### config.mk
export PLATFORM = sky130hd
export DESIGN_NAME = down_counter_timer
export DESIGN_NICKNAME = d
export VERILOG_FILES = /design/src/rtl/counter_pkg.sv /design/src/rtl/tc_event_latch.sv /design/src/rtl/down_counter_timer.sv
export SDC_FILE = /design/constraint.sdc
export NUM_CORES = 1
export LEC_CHECK = 0
export BUFFER_PORTS_ARGS = -buffer_cell sky130_fd_sc_hd__buf_2
export CORE_ASPECT_RATIO = 0.9
export CORE_UTILIZATION = 30
export DETAILED_ROUTE_END_ITERATION = 8
export GPL_TIMING_DRIVEN = 1
export HOLD_SLACK_MARGIN = 0.03
export PLACE_DENSITY = 0.6
export REMOVE_ABC_BUFFERS = 1
export SKIP_CTS_REPAIR_TIMING = 1
export SLEW_MARGIN = 30
export SYNTH_ARGS = -nofsm -noshare
export SYNTH_HDL_FRONTEND = slang
export SYNTH_SLANG_ARGS = --single-unit
### constraint.sdc
create_clock -name CLK -period 3.4 [get_ports CLK]
set_input_delay 0.51 -clock CLK [delete_from_list [all_inputs] [get_ports CLK]]
set_output_delay 0.51 -clock CLK [all_outputs]
set_load 0.03 [all_outputs]
### src/rtl/counter_pkg.sv
// Shared definitions for the lab counter datapath (up-counter and down timer).
package counter_pkg;

    // Default datapath width shared by the up-counter and the down timer.
    localparam int CNT_WIDTH = 5;

    // Timer sequencing states.
    typedef enum logic [1:0] {
        IDLE    = 2'd0,
        RUN     = 2'd1,
        EXPIRED = 2'd2
    } timer_state_t;

endpackage

### src/rtl/tc_event_latch.sv
// Sticky terminal-count event flag with overrun detection.
// A new event always beats a same-cycle acknowledge, so nothing is lost.
module tc_event_latch (
    input  logic CLK,
    input  logic RST,
    input  logic TC_SET,
    input  logic ACK,
    output logic DONE,
    output logic OVERRUN
);

    logic done_q, done_d;
    logic ovr_q, ovr_d;

    // Next-state: set has priority over the acknowledge clear.
    always_comb begin
        done_d = done_q;
        ovr_d  = ovr_q;
        if (TC_SET) begin
            done_d = 1'b1;
        end else if (ACK) begin
            done_d = 1'b0;
        end
        // Overrun: a second event lands while the first is still unacknowledged.
        if (TC_SET && done_q && !ACK) begin
            ovr_d = 1'b1;
        end else if (ACK) begin
            ovr_d = 1'b0;
        end
    end

    // Flag registers, cleared asynchronously.
    always_ff @(posedge CLK or negedge RST) begin
        if (!RST) begin
            done_q <= 1'b0;
            ovr_q  <= 1'b0;
        end else begin
            done_q <= done_d;
            ovr_q  <= ovr_d;
        end
    end

    assign DONE    = done_q;
    assign OVERRUN = ovr_q;

endmodule

### src/rtl/down_counter_timer.sv
// Loadable down-counting interval timer: one-shot or periodic (auto-reload),
// one-cycle TC pulse, sticky DONE/OVERRUN event flags. All outputs registered.
module down_counter_timer
    import counter_pkg::*;
#(
    parameter int WIDTH = CNT_WIDTH
) (
    input  logic             CLK,
    input  logic             RST,
    input  logic             ENA,
    input  logic             LOAD,
    input  logic             MODE,
    input  logic [WIDTH-1:0] DATA,
    input  logic             ACK,
    output logic [WIDTH-1:0] COUNT,
    output logic             TC,
    output logic             DONE,
    output logic             OVERRUN,
    output logic             BUSY
);

    logic [WIDTH-1:0] count_q, count_d;
    logic [WIDTH-1:0] reload_q, reload_d;
    logic             mode_q, mode_d;
    timer_state_t     state_q, state_d;
    logic             tc_q, tc_d;
    logic             busy_q, busy_d;

    // Counter/FSM next-state: load beats counting, ENA=0 freezes everything.
    always_comb begin
        count_d  = count_q;
        reload_d = reload_q;
        mode_d   = mode_q;
        state_d  = state_q;
        tc_d     = 1'b0;
        if (ENA && LOAD) begin
            count_d  = DATA;
            reload_d = DATA;
            mode_d   = MODE;
            state_d  = (DATA != '0) ? RUN : IDLE;
        end else if (ENA) begin
            case (state_q)
                RUN: begin
                    // RUN is only entered with a non-zero count, so the
                    // decrement never wraps.
                    if (count_q == WIDTH'(1)) begin
                        tc_d = 1'b1;
                        if (mode_q) begin
                            // Periodic: skip the 0 state so the period is exactly reload_q.
                            count_d = reload_q;
                        end else begin
                            count_d = '0;
                            state_d = EXPIRED;
                        end
                    end else begin
                        count_d = count_q - WIDTH'(1);
                    end
                end
                EXPIRED: begin
                    if (ACK) begin
                        state_d = IDLE;
                    end
                end
                default: begin
                end
            endcase
        end
        busy_d = (state_d == RUN);
    end

    // Counter, reload, mode, state and pulse registers.
    always_ff @(posedge CLK or negedge RST) begin
        if (!RST) begin
            count_q  <= '0;
            reload_q <= '0;
            mode_q   <= 1'b0;
            state_q  <= IDLE;
            tc_q     <= 1'b0;
            busy_q   <= 1'b0;
        end else begin
            count_q  <= count_d;
            reload_q <= reload_d;
            mode_q   <= mode_d;
            state_q  <= state_d;
            tc_q     <= tc_d;
            busy_q   <= busy_d;
        end
    end

    tc_event_latch u_evt (
        .CLK     (CLK),
        .RST     (RST),
        .TC_SET  (tc_d),
        .ACK     (ACK),
        .DONE    (DONE),
        .OVERRUN (OVERRUN)
    );

    assign COUNT = count_q;
    assign TC    = tc_q;
    assign BUSY  = busy_q;

endmodule
==> flow_summary_export.csv <==
group,metric,value,unit
run_status,status,"finished clean",
placement,gp_congestion,0.810,
routing,post_drt_wl_per_cell,13.1,um
global_route,grt_pass1_vias,650,
final_layout,layout-drive-gt1-share,0.283,
clock_tree,cts_buffers,3,
global_route,grt_overflow,0,
timing,drv_slew,0,
clock_tree,clkSinkCount,17,
final_layout,finalNetCount,122,
global_route,grt_pass1_wl,3110,um
timing,fin_ws,1380,ps
routing,wirelength,1910,um
global_route,grt_max_degree,18,
final_layout,area_growth,17.8,%
pwr,power.density,734,nW/um^2
placement,place_inst,142,
setup_path,worstPathRequired,3590,ps
final_layout,insertedDiodeCount,0,
die,start_util,0.319,
global_route,antenna_found_initial,0,
final_layout,layout_common_cells,"buf_2, dfrtp_1, nor2_1, inv_1, a31oi_1",
clock_tree,root_buffer,"clkbuf_4",
timing,finalSetupViolCount,0,
placement,dpl_cell_area,1010,um^2
timing,rsz0062_at_grt,"false",
global_route,grt_usage,0.135,
pwr,peakVddDrop,0.200,mV
routing,drtAntennaViolNets,0,
pwr,cellLeakagePower,0.496,nW
setup_path,start_kind,"flip-flop",
timing,post-route-period-util,0.594,
final_layout,fin_area,1040,um^2
die,die-area,3170,um^2
routing,drc_errors,0,
clock_tree,clk_pin_slew,100,ps
final_layout,fin_util,0.376,
final_layout,fin_cells,146,
synth,synth_warnings,0,
die,die_x,59.2,um
die,ios,20,
placement,pre_cts_slack,1390,ps
synth,ys_seq_area_frac,0.481,
setup_path,arrival,2210,ps
synth,synth_area_leaders,"dfrtp_1, ha_1, nor2_1",
timing,fin_crit,2020,ps
synth,synth_cell_types,32,
timing,relSlewSlack,0.545,
timing,worst_pin_slew,680,ps
clock_tree,clk_latency,290,ps
routing,drt_first_pass_iters,4,
placement,hpwl,1430,um
job,timing.max_cap.violations,0,
setup_path,endpoint_kind,"flip-flop",
synth,synth_area_per_cell,10.4,um^2
routing,routed_via_density,5.08,
synth,yosys.area.top_type_share,0.481,
routing,drt-initial-drc-count,52,
timing,setup-tns-final,0,ps
setup_path,path_class,"flip-flop to flip-flop",
timing,clock_skew,4.34,ps
clock_tree,clockBufferDepth,2,
synth,synth_seq_cells,17,
synth,netlist_instances,85,
die,num_rows,18,
setup_path,critPathMaxFanout,4,
timing,hold_viol,0,
timing,max_clock_freq,0.495,GHz
die,core_area,2770,um^2
final_layout,layout_commonest_cell,"buf_2",
die,die_h,53.5,um
synth,yosysTopAreaCell,"dfrtp_1",
clock_tree,htreeDepth,1,
min_path,hp-class,"input pin to asynchronous set/reset pin",
routing,vias,741,
clock_tree,tritoncts,"yes",
placement,numPortBuffers,19,
synth,synth_area,885,um^2
==> per-stage QoR <==
step	hold slack (ps)	power, mW
after detailed placement	456	0.659
after floorplan	214	0.563
final	121	0.765
after global placement	450	0.652
after global routing	134	0.819
after CTS	126	0.770
==> cells in the mapped netlist, drive strengths merged <==
library cell  instances
a32oi                 1
mux2                  3
nor4b                 1
a21o                  3
xnor2                 2
a21oi                 3
clkbuf                1
o211ai                1
ha                    4
a221o                 1
nand2                 4
or4                   2
and3                  3
inv                   5
nand2b                1
o21ai                 6
nor2b                 2
a21boi                1
or4b                  1
a221oi                1
o31ai                 1
buf                   1
nand3b                1
a31oi                 5
dfrtp                17
nand3                 1
a2111oi               1
nor2                  9
nor3                  2
o22ai                 1
==> worst paths after layout <==
kind	start	cells past startpoint	to	slack [ps]
worst max-delay path	COUNT[1]	6	BUSY	1380
worst min-delay path	RST	1	reload_q[3]	120
worst max register to register	COUNT[1]	6	BUSY	1380
worst min register to register	reload_q[4]	1	reload_q[4]	490
max in group asynchronous	RST	1	u_evt.DONE	3000
min in group CLK	ACK	2	u_evt.OVERRUN	390
==> power breakdown <==
group / switching, mW / leakage [nW] / internal (mW)
combinational: 0.202 / 0.272 / 0.137
clock: 0.0645 / 0.0177 / 0.0438
sequential: 0.0660 / 0.207 / 0.251
==> registers in the layout, summed over array words and instances, names as in the netlist <==
register	count
BUSY	1
COUNT	5
TC	1
mode_q	1
reload_q	5
state_q	2
u_evt.DONE	1
u_evt.OVERRUN	1
==> layer usage <==
metal  up-vias  share of wire  global-route usage
li1        356              -                   -
met1       359           0.49               0.187
met2        21           0.45               0.193
met3         5          0.048              0.0440
met4         0          0.014              0.0476
met5         -              0                   0
==> critical path: stages, from the launching register on <==
cell      delay [ps]
dfrtp_1          400
inv_1            110
ha_1             200
or4b_4           500
or4_4            500
a21boi_2         160
nor2b_1           60
==> cells by family after synthesis <==
family                     count (synthesis)  share of synthesized area
and+or+nand+nor                           27                      0.177
AOI/OAI and AO/OA                         25                      0.190
DFF                                       17                      0.481
buffers and inverters                      7                     0.0382
adders and majority gates                  4                     0.0566
muxes                                      3                     0.0382
xor gates and xnor gates                   2                     0.0198
==> area by class of cell <==
cell class | instances | area, um^2
clock buffer | 3 | 22.5
clock inverter | 1 | 5.00
fill | 290 | 1730
inverter | 5 | 18.8
multi-input combinational | 61 | 425
sequential | 17 | 425
tap | 40 | 50.0
timing repair buffer | 19 | 95.1
Power figures use the tool's default switching activity.
